<file path="config.mk">
export PLATFORM = sky130hd
export DESIGN_NAME = key_encoder
export DESIGN_NICKNAME = d
export VERILOG_FILES = /design/src/rtl/key_encoder_pkg.sv /design/src/rtl/key_encoder_onehot_prio_enc.sv /design/src/rtl/key_encoder.sv
export SDC_FILE = /design/constraint.sdc
export NUM_CORES = 1
export LEC_CHECK = 0
export CORE_UTILIZATION = 45
export CTS_CLUSTER_DIAMETER = 60
export DETAILED_ROUTE_END_ITERATION = 10
export DONT_BUFFER_PORTS = 1
export HOLD_SLACK_MARGIN = 0.03
export PLACE_DENSITY = 0.57
export SYNTH_ARGS = -nofsm -noshare
export SYNTH_HDL_FRONTEND = slang
export SYNTH_HIERARCHICAL = 1
export SYNTH_SLANG_ARGS = --single-unit
</file>
<file path="constraint.sdc">
create_clock -name clk -period 4.7 [get_ports clk]
set_input_delay 0.47 -clock clk [delete_from_list [all_inputs] [get_ports clk]]
set_output_delay 0.47 -clock clk [all_outputs]
set_load 0.005 [all_outputs]
</file>
<file path="src/rtl/key_encoder_pkg.sv">
// Shared types and code constants for the debounced 4-line key encoder.
package key_encoder_pkg;

    typedef enum logic [1:0] {
        IDLE    = 2'd0,
        SETTLE  = 2'd1,
        PRESENT = 2'd2,
        RELEASE = 2'd3
    } state_t;

    localparam logic [1:0] CODE_D0 = 2'b00;
    localparam logic [1:0] CODE_D1 = 2'b01;
    localparam logic [1:0] CODE_D2 = 2'b10;
    localparam logic [1:0] CODE_D3 = 2'b11;

    function automatic logic [3:0] code_to_onehot(input logic [1:0] code);
        return 4'b0001 << code;
    endfunction

endpackage

</file>
<file path="src/rtl/key_encoder_onehot_prio_enc.sv">
// Combinational 4->2 priority encoder (highest index wins) with a multi-hot flag.
module onehot_prio_enc
    import key_encoder_pkg::*;
(
    input  logic [3:0] d,
    output logic [1:0] code,
    output logic       multi
);

    always_comb begin
        code = CODE_D0;
        if (d[3])      code = CODE_D3;
        else if (d[2]) code = CODE_D2;
        else if (d[1]) code = CODE_D1;
    end

    // Clearing the lowest set bit leaves something only if two or more were set.
    assign multi = (d & (d - 4'd1)) != 4'd0;

endmodule

</file>
<file path="src/rtl/key_encoder.sv">
// Debounced one-hot key encoder with valid/ack handshake.
// Optional macro KEY_ENCODER_MULTI_ERR_EN: multi-hot input raises err instead of priority encoding.
module key_encoder
    import key_encoder_pkg::*;
#(
    parameter int DEBOUNCE_CYCLES = 4
) (
    input  logic       clk,
    input  logic       rst,
    input  logic [3:0] d,
    input  logic       ack,
    output logic       a,
    output logic       b,
    output logic       valid,
    output logic       err
);

    localparam logic [7:0] CNT_LAST = 8'(DEBOUNCE_CYCLES - 1);

    state_t     state;
    logic [3:0] d_q;
    logic [3:0] cand;
    logic [7:0] cnt;
    logic [1:0] code;
    logic       multi;
    logic [3:0] d_sel;
    logic       multi_err;

    onehot_prio_enc u_enc (
        .d     (d_q),
        .code  (code),
        .multi (multi)
    );

`ifdef KEY_ENCODER_MULTI_ERR_EN
    assign d_sel     = d_q;
    assign multi_err = multi;
`else
    // Multi-hot input collapses to the single highest line.
    logic unused_multi;
    assign unused_multi = multi;
    assign d_sel        = (d_q == 4'd0) ? 4'd0 : code_to_onehot(code);
    assign multi_err    = 1'b0;
`endif

    always_ff @(posedge clk) begin
        if (rst) begin
            state <= IDLE;
            d_q   <= 4'd0;
            cand  <= 4'd0;
            cnt   <= 8'd0;
            a     <= 1'b0;
            b     <= 1'b0;
            valid <= 1'b0;
            err   <= 1'b0;
        end else begin
            d_q <= d;
            err <= 1'b0;
            case (state)
                IDLE: begin
                    if (multi_err) begin
                        err   <= 1'b1;
                        state <= RELEASE;
                    end else if (d_sel != 4'd0) begin
                        state <= SETTLE;
                        cand  <= d_sel;
                        cnt   <= 8'd0;
                    end
                end
                SETTLE: begin
                    if (d_q == 4'd0) begin
                        state <= IDLE;
                    end else if (multi_err) begin
                        err   <= 1'b1;
                        state <= RELEASE;
                    end else if (d_sel != cand) begin
                        cand <= d_sel;
                        cnt  <= 8'd0;
                    end else if (cnt == CNT_LAST) begin
                        // d_sel equals cand here, so the encoder output is cand's code.
                        state    <= PRESENT;
                        {a, b}   <= code;
                        valid    <= 1'b1;
                    end else begin
                        cnt <= cnt + 8'd1;
                    end
                end
                PRESENT: begin
                    if (ack) begin
                        valid <= 1'b0;
                        state <= RELEASE;
                    end
                end
                RELEASE: begin
                    if (d_q == 4'd0) state <= IDLE;
                end
                default: state <= IDLE;
            endcase
        end
    end

endmodule
</file>
# [After elaboration in Yosys (flattened, before gate mapping)]
# Cells that the tools add are included.
[totals] reg_bits=21 input_bits=7 output_inout_bits=4 elab_cells=61
[op_classes] addsub=1 n_eq_ne=15 shift=1 n_mux=25 bitwise_logic=2 reduce_logical=10
[ops] cell="2-to-1 mux 8 bit" n=4
[ops] cell="2-to-1 mux 2 bit" n=8
[ops] cell="2-to-1 mux 4 bit" n=4
[ops] cell="case mux 8 bit (2 select lines)" n=1
[ops] cell="inequality test 2 bit (second input constant)" n=7
[ops] cell="AND reduction 4 bit" n=3
[ops] cell="AND reduction 5 bit" n=2
[ops] cell="inequality test 3 bit (second input constant)" n=3
[ops] cell="adder 8 x 1 -> 8 bit (second input constant)" n=1
[ops] cell="== test 8 x 2 -> 1 bit (second input constant)" n=1
[ops] cell="case mux 2 bit (4 select lines)" n=1
[ops] cell="case mux 4 bit (2 select lines)" n=1
[ops] cell="2-to-1 mux 1 bit" n=5
[ops] cell="== test 2 bit (second input constant)" n=2
[ops] cell="logical NOT 4 bit" n=1
[ops] cell="inequality test 4 bit" n=1
[ops] cell="nonzero test 2 bit" n=2
[ops] cell="nonzero test 4 bit" n=1
[ops] cell="<< shifter 1 x 2 -> 4 bit (first input constant)" n=1
[ops] cell="== test 2 x 1 -> 1 bit (second input constant)" n=1
[ops] cell="logical NOT 2 bit" n=1
[ops] cell="NOT 1 bit" n=2
[ops] cell="case mux 1 bit (2 select lines)" n=1

# [Logic depth before layout (Yosys ltp)]
# Gate-level depths: netlist of the first run.
[logic_depth] ltp_word=9 ltp_mapped=9 mapped_depth_nobuf=7

# [Modules after synthesis]
# Netlist of the first run, hierarchy kept.
[by_module_without_submodules] mod="key_encoder" n_inst=1 cells_per_inst=118 area_per_inst_um2=1141.1 seq_area_each_um2=420.4
[by_module_without_submodules] mod="onehot_prio_enc" n_inst=1 cells_per_inst=6 area_per_inst_um2=37.5 seq_area_each_um2=0.0

# [Least setup slack after synthesis of the first run]
# OpenSTA, ideal clock, no wires.
[synth_timing] path_kind="register -> register" from="reg d_q[2]" to="reg cand[0]" setup_time_ns=0.071 t_arrival_ns=2.087 required_time_ns=4.629 setup_slack_ns=2.542 path_stages_with_launch=9 n_path_buf=1 synth_period_minus_slack_ns=2.158 path_cell_list="dfxtp_1 > inv_1 > a21o_2 > buf_2 > and4b_1 > o21ai_1 > a221oi_2 > or4_1 > a21oi_1"
[synth_between] elab_chain_len=7 word_cells_on_any_way=15 classes_between="4 x eq/ne; 1 x shift; 7 x mux; 3 x reduce/logical"
[synth_rtl] element="from (decl)" line_no="key_encoder.sv:21" source="logic [3:0] d_q;"
[synth_rtl] element="from (signal assigned)" line_no="key_encoder.sv:49" source="d_q <= 4'd0;"
[synth_rtl] element="from (signal assigned)" line_no="key_encoder.sv:57" source="d_q <= d;"
[synth_rtl] element="2-to-1 mux 2 bit (*)" line_no="key_encoder_onehot_prio_enc.sv:13" source="else if (d[2]) code = CODE_D2;"
[synth_rtl] element="2-to-1 mux 2 bit (*)" line_no="key_encoder_onehot_prio_enc.sv:12" source="if (d[3]) code = CODE_D3;"
[synth_rtl] element="named net code[0]" line_no="key_encoder.sv:24" source="logic [1:0] code;"
[synth_rtl] element="<< shifter 1 x 2 -> 4 bit (*)" line_no="key_encoder_pkg.sv:17" source="return 4'b0001 << code;"
[synth_rtl] element="2-to-1 mux 4 bit (*)" line_no="key_encoder.sv:42" source="assign d_sel = (d_q == 4'd0) ? 4'd0 : code_to_onehot(code);"
[synth_rtl] element="inequality test 4 bit, or another cell as far along" line_no="key_encoder.sv:76" source="end else if (d_sel != cand) begin"
[synth_rtl] element="inequality test 2 bit (no line) / 2-to-1 mux 4 bit (equally long branches)"
[synth_rtl] element="AND reduction 4 bit (no line) / case mux 4 bit (2 select lines) (equally long branches)"
[synth_rtl] element="to (signal assigned)" line_no="key_encoder.sv:66" source="cand <= d_sel;"
[synth_rtl] element="to (signal assigned)" line_no="key_encoder.sv:77" source="cand <= d_sel;"
[synth_rtl] element="to (decl)" line_no="key_encoder.sv:22" source="logic [3:0] cand;"
# Mark *: on every way through the listed nets, which the timed path passes. The rest lies on a longest branch. The select of a mux whose other input is x is not followed.
# A chain may end at the register's enable or synchronous reset.

# [Worst setup path after layout of the first run]
[layout_timing] from="reg d_q[1]" to="reg a"
[layout_between] elab_chain_len=8 word_cells_on_any_way=10 classes_between="1 x eq/ne; 1 x shift; 4 x mux; 2 x bitwise; 2 x reduce/logical"
[layout_rtl] element="2-to-1 mux 1 bit" line_no="key_encoder_onehot_prio_enc.sv:14" source="else if (d[1]) code = CODE_D1;"
[layout_rtl] element="2-to-1 mux 2 bit" line_no="key_encoder_onehot_prio_enc.sv:13"
[layout_rtl] element="2-to-1 mux 2 bit" line_no="key_encoder_onehot_prio_enc.sv:12"
[layout_rtl] element="<< shifter 1 x 2 -> 4 bit" line_no="key_encoder_pkg.sv:17"
[layout_rtl] element="2-to-1 mux 4 bit" line_no="key_encoder.sv:42"
[layout_rtl] element="inequality test 4 bit" line_no="key_encoder.sv:76"
[layout_rtl] element="NOT 1 bit (no line)"
[layout_rtl] element="AND reduction 4 bit (no line) (*)"
[layout_rtl] element="to (signal assigned)" line_no="key_encoder.sv:82" source="{a, b} <= code;"
[layout_rtl] element="to (decl)" line_no="key_encoder.sv:12" source="output logic a,"
# Every way passes the cells marked *; elsewhere a longest branch is shown, timed or not.

==> results of run 1 <==
## power groups by stage
stage          combinational (uW)  clock [uW]  sequential [uW]
2_1_floorplan                45.8           0              191
3_3_place_gp                 49.1           0              192
3_5_place_dp                 49.8           0              192
4_1_cts                      49.9        89.8              188
5_1_grt                      54.9         100              189
6_report                     49.9        83.8              188
## path summary, 6_finish.rpt
kind / depth (start not counted) / endpoint / slack, ps / start
max: 5 / a$_SDFFE_PP0P_ / 2360 / d_q[1]$_SDFF_PP0_
min: 1 / d_q[0]$_SDFF_PP0_ / 230 / rst
max reg2reg: 5 / a$_SDFFE_PP0P_ / 2360 / d_q[1]$_SDFF_PP0_
min reg2reg: 2 / a$_SDFFE_PP0P_ / 470 / a$_SDFFE_PP0P_
## cell type report
type / instances / share of cell area, %
tap: 30 / 3.20
sequential: 21 / 35.9
clock buffer: 4 / 2.24
multi-input combinational: 89 / 57.7
inverter: 3 / 0.961
## flip-flops by register name, indices dropped and copies added (netlist names), named ones only
| register | cells |
|---|---|
| d_q | 4 |
| cand | 4 |
| cnt | 8 |
| b | 1 |
| state | 1 |
| valid | 1 |
| a | 1 |
## worst reg2reg max path, delay by kind of cell, from the launching register on
kind             cells  cell delay (ps)
flip-flops           1              340
AND/OR/NAND/NOR      2              850
AO/OA/AOI/OAI        3             1050
## stage by stage
stage / total power, uW / hold WS (ps) / util (%) / cells
final: 322 / 233 / 47.8 / 147
after global routing: 345 / 200 / 47.8 / 147
after CTS: 328 / 215 / 47.8 / 147
after detailed placement: 242 / 461 / 46.7 / 143
after global placement: 241 / 460 / 46.7 / 143
after floorplan: 237 / 445 / - / 121
## layer usage
layer / part of all wire [%] / vias to the layer above / track usage, %
met2: 44 / 9 / 30.6
met1: 53 / 434 / 28.2
met4: 0.64 / 0 / 3.95
met3: 2.3 / 2 / 3.48
li1: - / 471 / -
met5: 0 / - / 0
==> run summary, run 1 <==
DIE AREA = 2780 um^2
P_sw = 87.7 uW
Max Root-Sink Buffers = 2
Detailed Route Iter0 Violations = 14
Reg clk slew, reported paths = 110 ps
Final setup vio count = 0
CTS resizes = 0
Area of the mapped netlist = 1160 um^2
Max-Slew Margin vs Limit = 51.3%
IO buf count = 0
Largest delay contributor family on the critical path = compound AO/OA/AOI/OAI gates
CP Buf/Inv Count = 0
Syn Area/Cell = 9.59 um^2
Worst EP arrival = 2540 ps
Root buffer cell = clkbuf_4
Per-cell routed wire length = 15.9 um
Sink Count = 21
Post-synthesis cell count = 121
GR Util All Layers = 19.7%
Via count = 916
Largest net degree at the start of global routing = 19
GP Congestion = 0.703
Total grt overflow = 0
CP Class = reg -> reg
Clock H-tree levels = 1
Antenna violations before repair = 0
Leak pwr = 0.000370 uW
Cells along the critical path = or4_4 > a211o_4 > a221oi_4 > and2_2 > o21ai_1
Max incr delay on CP = 600 ps
Pwr dens = 274 nW/um^2
Share of layout cells above drive strength 1 = 12.8%
TritonCTS clock tree = built
Global-route wire length before repair = 4030 um
Max_cap viols = 0
Worst vdd ir = 144 uV
Final worst slack = 2360 ps
CTS buffer count = 3
Starting Density = 47.2%
CP required = 4890 ps
Pins Over Slew Limit = 0
Post-route ant nets = 0
Final Hold Viols = 0
Fmax = 0.426 GHz
Pre-CTS WS = 2380 ps
Antenna Cells = 0
Fin crit period = 2340 ps
Top-Level Pins = 11
Worst Skew = 1.57 ps
Setup bufs post-CTS = 0
Site Rows = 18
Chip Height = 52.8 um
Tcrit/Tclk final = 49.9%
Number of global-route vias before repair = 882
Number of iterations in the first detailed-routing pass = 4
Register Area = 420 um^2
Share of power burned in registers = 58.4%
Setup_tns = 0 ps
Clock Latency Late Sink = 290 ps
CP startpoint kind = register
Syn_nets = 129
RSZ-0062 raised after global routing = false
Routed vias/inst = 6.23
CTS Hold Bufs = 0
Min-delay worst type = in -> reg
Warnings, synthesis = 6
Fillers = 247
Final wirelength = 2340 um
Area occupied by multi-input gates = 677 um^2
Leading cell type in the layout, fill and taps excluded = dfxtp_1
Final net count = 126
Critical path endpoint category = register
Leading cell types in the layout, fill and taps excluded = dfxtp_1, o211ai_1, o21ai_1, nand2b_1, nand3_1
Max FO, Critical Path = 14
Slowest-stage cell, CP = or4_4
Internal = 234 uW
Combinational power share = 15.5%
Post-DP Area = 1150 um^2
Final instance area = 1170 um^2
# DRC = 0
Die Width = 52.8 um
Core area = 2450 um^2
Clock network power share = 26.1%
Sw Share = 27.3%
Post-detail-place hpwl = 1640 um
Least-Margin Pin Slew = 723 ps
Syn-to-layout area delta = 1.08%
Outcome = completed
Note: power is estimated with default switching activity, not from simulation.
==> run 2: changes to the inputs <==
- clock period: 4.7 -> 2.2 ns (I/O delays scaled with it)
==> run summary, run 2 (same netlist as run 1, synthesis figures left out) <==
Hold path depth = 1 (unchanged)
CP required = 2440 ps (-2450 ps)
Fmax = 0.472 GHz (+11%)
GR Util All Layers = 20.5% (+0.76 points)
Antenna Cells = 0 (unchanged)
Starting Density = 47.2% (unchanged)
Share of layout cells above drive strength 1 = 24.3% (+11 points)
Worst Skew = 14.0 ps (+12.5 ps)
Final wirelength = 2630 um (+13%)
Max reg flops = 8 (unchanged)
Routed vias/inst = 6.21 (-0.33%)
Worst vdd ir = 358 uV (+150%)
CP startpoint kind = register
Hold EP = d_q[3]$_SDFF_PP0_
Die Width = 52.8 um (unchanged)
Site Rows = 18 (unchanged)
Per-cell routed wire length = 15.8 um (-0.33%)
Number of global-route vias before repair = 893 (+1.2%)
Largest Register = cnt
Reg2Reg Capture Point = cnt[4]$_SDFFE_PP0P_
IO buf count = 0 (unchanged)
Final net count = 145 (+15%)
Syn-to-layout area delta = 16.5%
GP Congestion = 0.766 (+9.0%)
Via count = 1,031 (+13%)
TritonCTS clock tree = built
Final Hold Viols = 0 (unchanged)
Outcome = completed
Post-detail-place hpwl = 1880 um (+14%)
Reg2Reg Depth = 6 (+1)
Clock H-tree levels = 1 (unchanged)
Clock Latency Late Sink = 320 ps (+30 ps)
Max_cap viols = 0 (unchanged)
Antenna violations before repair = 0 (unchanged)
Top-Level Pins = 11 (unchanged)
Worst R2R Setup Slack = 80 ps (-2270 ps)
Reg-to-Reg Start = d_q[0]$_SDFF_PP0_
Tcrit/Tclk final = 96.3% (+46 points)
Pins Over Slew Limit = 0 (unchanged)
Total grt overflow = 0 (unchanged)
Max FO, Critical Path = 6 (-8)
Worst EP arrival = 2360 ps (-180 ps)
Detailed Route Iter0 Violations = 24 (+10)
Sink Count = 21 (unchanged)
Final worst slack = 81.5 ps (-2270 ps)
Pre-CTS WS = 96.6 ps (-2290 ps)
Root buffer cell = clkbuf_4
Global-route wire length before repair = 4130 um (+2.6%)
Core area = 2450 um^2 (unchanged)
CTS buffer count = 3 (unchanged)
Critical path endpoint category = register
Leading cell type in the layout, fill and taps excluded = dfxtp_1
Fin crit period = 2120 ps (-226 ps)
DIE AREA = 2780 um^2 (unchanged)
CP Class = reg -> reg
Number of iterations in the first detailed-routing pass = 4 (unchanged)
Pwr dens = 561 nW/um^2 (+100%)
# DRC = 0 (unchanged)
Leading cell types in the layout, fill and taps excluded = dfxtp_1, o211ai_1, buf_4, o21ai_1, nand2b_1
Chip Height = 52.8 um (unchanged)
Reg clk slew, reported paths = 140 ps (+30 ps)
Post-route ant nets = 0 (unchanged)
Leak pwr = 0.000462 uW (+25%)
Biggest regs = cnt x8, cand x4, d_q x4
Min-delay src = d[3]
Total power = 758 uW (+140%)
Min-delay worst type = in -> reg
Final setup vio count = 0 (unchanged)
Max Root-Sink Buffers = 2 (unchanged)
Largest net degree at the start of global routing = 18 (-1)
run 2: stage by stage:
| stage | std cells | util [%] | setup TNS (ps) | instance area, um^2 | hold slack [ps] |
|---|---|---|---|---|---|
| after floorplan | 121 | - | 0 | 1160 | 348 |
| after global placement | 156 | 50.7 | 0 | 1240 | 293 |
| after detailed placement | 156 | 50.7 | 0 | 1240 | 294 |
| after CTS | 164 | 53.5 | 0 | 1310 | 59.2 |
| after global routing | 166 | 55.0 | -50.5 | 1350 | 30.6 |
| final | 166 | 55.0 | 0 | 1350 | 42.9 |
run 2: layout make-up:
class / count / area [um^2]
clock buffer: 3 / 22.5
clock inverter: 1 / 7.51
timing repair buffer: 19 / 160
multi-input combinational: 89 / 692
fill: 245 / 1100
inverter: 3 / 11.3
tap: 30 / 37.5
sequential: 21 / 420
run 2: power by group:
group	internal [uW]	total, uW	switching [uW]	leakage [uW]
Sequential	392	403	10.7	0.000171
Clock	69.4	204	135	0.0000139
Combinational	69.7	151	81.4	0.000277
run 2: what timing repair did:
item                                   in CTS  in global routing
setup endpoints to repair                   0                  9
gates resized for setup                     0                  5
endpoints found under the hold margin      10                  0
hold buffers                                4                  0
buffers inserted                            0                  2
run 2: layer usage:
layer	vias up	share of wire [%]	wire length (um)	global-route usage, %
met5	-	0	0	0
met4	0	0.88	23	6.58
met3	4	2.2	57	2.61
met2	18	45	1190	33.1
met1	506	52	1360	27.8
li1	503	-	-	-
run 2: worst max-delay path by stage:
| stage | from | to | slack, ps | cells past startpoint |
|---|---|---|---|---|
| floorplan | d_q[2]$_SDFF_PP0_ | cand[0]$_SDFFE_PP0P_ | 80 | 8 |
| global placement | d_q[1]$_SDFF_PP0_ | cnt[3]$_SDFFE_PP0P_ | 130 | 6 |
| detailed placement | d_q[1]$_SDFF_PP0_ | cnt[1]$_SDFFE_PP0P_ | 100 | 6 |
| CTS | d_q[1]$_SDFF_PP0_ | cnt[2]$_SDFFE_PP0P_ | 50 | 6 |
| global route | d_q[2]$_SDFF_PP0_ | cnt[3]$_SDFFE_PP0P_ | -10 | 9 |
| finish | d_q[0]$_SDFF_PP0_ | cnt[4]$_SDFFE_PP0P_ | 80 | 6 |
run 2: worst max-delay path: stages (launching register included):
cell      delay (ps)
dfxtp_1          340
or4_4            570
a211o_4          380
a221oi_4         370
buf_6            170
o211ai_1          90
o211ai_1         110
==> run 3: changes to the inputs <==
- CAP_MARGIN: not set -> 20
- CORE_MARGIN: not set -> 2
==> run summary, run 3 (same netlist as run 1, synthesis figures left out) <==
Outcome = completed
Leak pwr = 0.000478 uW (+3.5%)
WP depth = 6 (unchanged)
Max reg flops = 8 (unchanged)
Pwr dens = 542 nW/um^2 (-3.3%)
Leading cell type in the layout, fill and taps excluded = dfxtp_1
GP Congestion = 0.756 (-1.3%)
Sink Count = 21 (unchanged)
Setup_tns = 0 ps (unchanged)
Global-route wire length before repair = 4110 um (-0.51%)
Fin crit period = 2150 ps (+27.1 ps)
Min-delay worst type = in -> reg
CP required = 2430 ps (about the same)
IO buf count = 0 (unchanged)
CP Buf/Inv Count = 1 (unchanged)
Reg2Reg Depth = 6 (unchanged)
Syn-to-layout area delta = 18.8%
GR Util All Layers = 19.4% (-1.1 points)
Largest Register = cnt
Die Width = 54.8 um (+3.8%)
Via count = 990 (-4.0%)
Cells along the critical path = or4_4 > a211o_4 > a221oi_4 > buf_6 > o211ai_1 > o211ai_1
Largest net degree at the start of global routing = 18 (unchanged)
Number of global-route vias before repair = 882 (-1.2%)
Fillers = 224 (-8.6%)
Antenna violations before repair = 0 (unchanged)
Per-cell routed wire length = 16.1 um (+1.5%)
Post-route ant nets = 0 (unchanged)
Reg-to-Reg Start = d_q[0]$_SDFF_PP0_
DIE AREA = 3000 um^2 (+7.7%)
Max Root-Sink Buffers = 2 (unchanged)
Final hold slack = 44.7 ps (+1.79 ps)
Final net count = 147 (+1.4%)
Post-detail-place hpwl = 1810 um (-3.5%)
Final wirelength = 2700 um (+2.7%)
Routed vias/inst = 5.89 (-5.1%)
Critical path's most frequent cell = o211ai_1
Number of iterations in the first detailed-routing pass = 4 (unchanged)
Biggest regs = cnt x8, cand x4, d_q x4
Final instance area = 1380 um^2 (+1.9%)
Top-Level Pins = 11 (unchanged)
Fmax = 0.466 GHz (-1.3%)
Min-delay src = d[0]
Max FO, Critical Path = 6 (unchanged)
Pins Over Slew Limit = 0 (unchanged)
Worst EP arrival = 2380 ps (+20 ps)
Detailed Route Iter0 Violations = 17 (-29%)
Share of layout cells above drive strength 1 = 28.3% (+4.0 points)
Worst vdd ir = 341 uV (-4.9%)
CP Class = reg -> reg
Total grt overflow = 0 (unchanged)
Tcrit/Tclk final = 97.5% (+1.2 points)
Layout Cells excl Fill = 168 (+1.2%)
Max incr delay on CP = 570 ps (about the same)
Hold path depth = 1 (unchanged)
Final Hold Viols = 0 (unchanged)
Clock Latency Late Sink = 300 ps (-20 ps)
Antenna Cells = 0 (unchanged)
Slowest-stage cell, CP = or4_4
Starting Density = 47.2% (unchanged)
Post-DP Area = 1240 um^2 (unchanged)
Core area = 2450 um^2 (unchanged)
Max_cap viols = 0 (unchanged)
Leading cell types in the layout, fill and taps excluded = dfxtp_1, o211ai_1, buf_4, nand2b_1
Clock H-tree levels = 1 (unchanged)
TritonCTS clock tree = built
# DRC = 0 (unchanged)
CP Launch Point = d_q[0]$_SDFF_PP0_
CTS buffer count = 3 (unchanged)
Root buffer cell = clkbuf_4
Site Rows = 18 (unchanged)
Worst Skew = 3.74 ps (-10.3 ps)
Largest delay contributor family on the critical path = compound AO/OA/AOI/OAI gates
Placed cell count = 156 (unchanged)
Chip Height = 54.8 um (+3.8%)
Reg clk slew, reported paths = 120 ps (-20 ps)
Final setup vio count = 0 (unchanged)
Critical path endpoint category = register
CP startpoint kind = register
RSZ-0062 raised after global routing = true
-- run 3: layout make-up --
| cell class | instances | area, um^2 | area share (%) |
|---|---|---|---|
| clock buffer | 3 | 22.5 | 1.63 |
| clock inverter | 1 | 5.00 | 0.363 |
| inverter | 3 | 11.3 | 0.817 |
| multi-input combinational | 89 | 702 | 51.0 |
| sequential | 21 | 424 | 30.8 |
| tap | 30 | 37.5 | 2.72 |
| timing repair buffer | 21 | 175 | 12.7 |
-- run 3: final timing paths --
check	endpoint	slack (ps)
hold / removal	d_q[0]$_SDFF_PP0_	40
setup / recovery	cnt[3]$_SDFFE_PP0P_	50
hold reg to reg	b$_SDFFE_PP0P_	480
setup reg to reg	cnt[3]$_SDFFE_PP0P_	50
-- run 3: layer usage --
metal	up-vias	GRT usage [%]	part of all wire, %
li1	511	-	-
met1	468	28.6	54
met2	9	27.6	43
met3	2	3.28	2.1
met4	0	7.50	0.56
met5	-	0	0
-- run 3: through the flow --
step | utilization (%) | power, uW | setup slack [ps]
floorplan | - | 506 | 84.7
global placement | 50.7 | 541 | 109
detailed placement | 50.7 | 541 | 68.3
CTS | 52.2 | 738 | 29.2
global route | 56.1 | 783 | -14.7
finish | 56.1 | 747 | 54.4
-- run 3: repair_timing --
| item | in CTS | in global routing |
|---|---|---|
| resized for setup | 0 | 9 |
| endpoints found under the setup margin | 0 | 9 |
| buffers inserted | 0 | 3 |
| hold buffers | 1 | 3 |
| endpoints found under the hold margin | 10 | 3 |
-- run 3: power breakdown --
group	switching (uW)	leakage [uW]	internal (uW)	total, uW
combinational	82.7	0.000289	69.6	152
sequential	11.1	0.000172	393	404
clock	123	0.0000177	67.8	191
total	217	0.000478	530	747
-- run 3: worst register-to-register path, stage by stage (launching register included) --
cell,delay [ps]
dfxtp_2,340
or4_4,570
a211o_4,380
a221oi_4,410
buf_6,180
o211ai_1,80
o211ai_1,110
==> edit 1 (settings of run 2) <==
Re-encode `state_t` (4 states) as Gray code, 2 bits wide.
--- a/src/rtl/key_encoder_pkg.sv
+++ b/src/rtl/key_encoder_pkg.sv
@@ -3,8 +3,8 @@
 
     typedef enum logic [1:0] {
-        IDLE    = 2'd0,
-        SETTLE  = 2'd1,
-        PRESENT = 2'd2,
-        RELEASE = 2'd3
+        IDLE    = 2'b00,
+        SETTLE  = 2'b01,
+        PRESENT = 2'b11,
+        RELEASE = 2'b10
     } state_t;
 
Formal check against the unedited RTL: same outputs for any inputs over 10 cycles, from zero or initial values and one cycle with rst high; not proved beyond that.
==> edit 1 against run 2 <==
Core utilization is 0.55 points lower. Setup slack got worse by 16 ps. Non-clock buffer count fell by 8. Power is 0.25% higher. Synthesized cell count rose by 9.1%. Largest cell class unchanged. Sequential cell count stayed put. Global-route usage fell by 0.96 points. Synthesized area increased by 1.5%. Clock power shrank 4%. Final area about the same. Wire length fell by 6.6%.
==> edit 1: results <==
power:
  irDropWorstVdd_uv: 459
  p_leak_uw: 0.000452
finish:
  reg_top3: "cnt x8, cand x4, d_q x4"
  fin_nets: 149
  diodes: 0
  drive_gt1_share_pct: 20.0
  largest_register_ffs: 8
setup_path:
  path_max_fanout: 5
  critPathSlowestCell: "or4_4"
  arrival_ps: 2370
  max_stage_delay_ps: 570
detailed_routing:
  wl_um: 2460
  firstDrtPassIters: 4
  first_iter_violations: 24
  viasPerCell: 6.01
cts:
  cts_root_buffer: "clkbuf_4"
  cts.path.max_buffers: 2
  post_cts_resize_count: 1
  numCtsBuffers: 3
  cts_setup_buffers: 0
  ctsHoldBuffers: 3
  clkLatencyLatePin_ps: 310
  path_clk_slew_ps: 130
  htreeDepth: 1
  clock_sinks: 21
run_status:
  status: "finished, final reports clean"
synthesis:
  ys_warn_count: 6
  syn_nets: 140
sta:
  worst_pin_slew_ps: 503
  skew_ps: 8.54
global_route:
  antenna_found_initial: 0
  grt_max_degree: 15
  grt_usage_pct: 19.5
  grt_pass1_vias: 901
  grt_pass1_wl_um: 4010
place:
  gp_congestion: 0.843
  hpwl_um: 1590
  port_buffers: 0
min_path:
  hold_path_class: "primary input to flip-flop"
edit 1: area by class of cell:
| class | count | area [µm²] |
|---|---|---|
| repair buffers | 11 | 98.8 |
| clock buffers | 3 | 22.5 |
| clock inverters | 1 | 7.51 |
| inverters | 10 | 37.5 |
| fillers | 242 | 1130 |
| flip-flops and latches | 21 | 420 |
| multi-input cells | 94 | 726 |
| well taps | 30 | 37.5 |
edit 1: stage by stage:
stage	total power [µW]	std cells	area (µm²)	worst slack [ps]	hold WS [ps]
2_1_floorplan	516	132	1180	99.8	292
3_3_place_gp	531	158	1200	74.6	292
3_5_place_dp	533	158	1200	50.4	292
4_1_cts	738	165	1260	39.2	30.4
5_1_grt	801	170	1350	0.337	68.7
6_report	760	170	1350	66.0	74.5
edit 1: worst paths after layout:
path,slack (ps),endpoint,cells past startpoint,startpoint
max reg2reg,70,valid$_SDFFE_PP0P_,6,d_q[0]$_SDFF_PP0_
max,70,valid$_SDFFE_PP0P_,6,d_q[0]$_SDFF_PP0_
min reg2reg,490,cnt[1]$_SDFFE_PP0P_,2,cnt[1]$_SDFFE_PP0P_
min,70,state[0]$_SDFFE_PP0P_,2,ack
edit 1: worst max-delay path, delay by kind of cell (launching register included):
family	cells	cell delay [ps]
AO/OA/AOI/OAI	4	990
buffers and inverters	1	170
flip-flops	1	340
AND/OR/NAND/NOR	1	570
edit 1: per-layer routing:
metal  share of wire (%)  global-route usage, %  up-vias
met5                   0                      0        -
met4                0.53                   5.70        0
met3                 3.7                   7.47        2
met2                  44                   27.8       19
met1                  51                   26.9      481
li1                    -                      -      519
edit 1: power by group:
group / leakage (µW) / internal (µW) / total, µW / switching, µW
registers: 0.000171 / 392 / 405 / 13.3
logic: 0.000267 / 66.9 / 158 / 91.3
clock network: 0.0000139 / 69.3 / 196 / 127
==> edit 2 (flow settings as in run 2) <==
Without the edit above. Add a define of `KEY_ENCODER_MULTI_ERR_EN`.
--- a/src/rtl/key_encoder.sv
+++ b/src/rtl/key_encoder.sv
@@ -1,4 +1,6 @@
 // Debounced one-hot key encoder with valid/ack handshake.
 // Optional macro KEY_ENCODER_MULTI_ERR_EN: multi-hot input raises err instead of priority encoding.
+`define KEY_ENCODER_MULTI_ERR_EN
+
 module key_encoder
     import key_encoder_pkg::*;
Function: changed (a bounded check fails within 4 cycles, from zero or initial values and one cycle with rst high).
==> edit 2 against run 2 <==
Non-clock buffer count shrank 12. Power up 17%. Final area fell by 10%. Highest routed layer unchanged. Critical endpoint is now cnt[2]$_SDFFE_PP0P_. Wire length shrank 19%. Setup slack improved by 160 ps. Sequential cell count is 1 higher. Synthesized area fell by 6.8%. Clock power grew 52%. Count of clock-buffer cells in the layout is the same. Core utilization decreased by 0.82 points. Clock skew fell by 12 ps. Hold slack better by 3.7 ps. Critical path depth did not move.
==> edit 2: results <==
run_status:
  status: "finished, final reports clean"
finish:
  nNonClkBuffers: 7
  n_fill_cell: 216
  drive_gt1_share_pct: 10.2
  multi_input_area_share_pct: 49.2
  buf_share_pct: 5.37
  clkCellAreaFrac_pct: 4.34
place:
  dp_cells: 146
  placed_area_um2: 1110
  gp_congestion: 0.786
global_route:
  grt_use_met3_pct: 3.87
  grt_pass1_wl_um: 3540
  grt_util_met1_pct: 25.5
  grt_pass1_vias: 793
  grt_max_degree: 20
  grt_usage_pct: 18.2
floorplan:
  nWellTaps: 28
cts:
  ctsHoldBuffers: 5
setup_path:
  path_max_fanout: 8
  rr_endpoint: "cnt[2]$_SDFFE_PP0P_"
  arrival_ps: 2200
synthesis:
  synthCells: 120
  syn_nets: 128
detailed_routing:
  wl_per_cell_um: 13.8
power:
  irDropWorstVdd_uv: 450
sta:
  skew_ps: 2.45
==> edit 2: power breakdown <==
group	leakage (µW)	internal, µW	switching [µW]
Combinational	0.000252	55.8	72.8
Sequential	0.000180	419	25.7
Clock	0.0000279	184	127
Total	0.000460	659	226
==> edit 2: cell families (layout without fill, tap and decap cells) <==
| kind of cell | count (synthesis) | in the layout | synth area share, % |
|---|---|---|---|
| flip-flops | 22 | 22 | 40.7 |
| adder cells (fa/ha/maj) | 1 | 1 | 1.16 |
| multiplexers | 2 | 2 | 1.85 |
| XOR/XNOR | 4 | 4 | 3.24 |
| buffers and inverters | 10 | 17 | 4.17 |
| AND/OR/NAND/NOR | 53 | 53 | 31.4 |
| AO/OA/AOI/OAI | 28 | 28 | 17.5 |
==> edit 2: critical path: stages, from the launching register on <==
cell and delay [ps]:
dfxtp_1 420, a211oi_1 270, nor2_1 90, nor2_1 270, nor4b_4 510, a41oi_1 180, a31oi_1 160
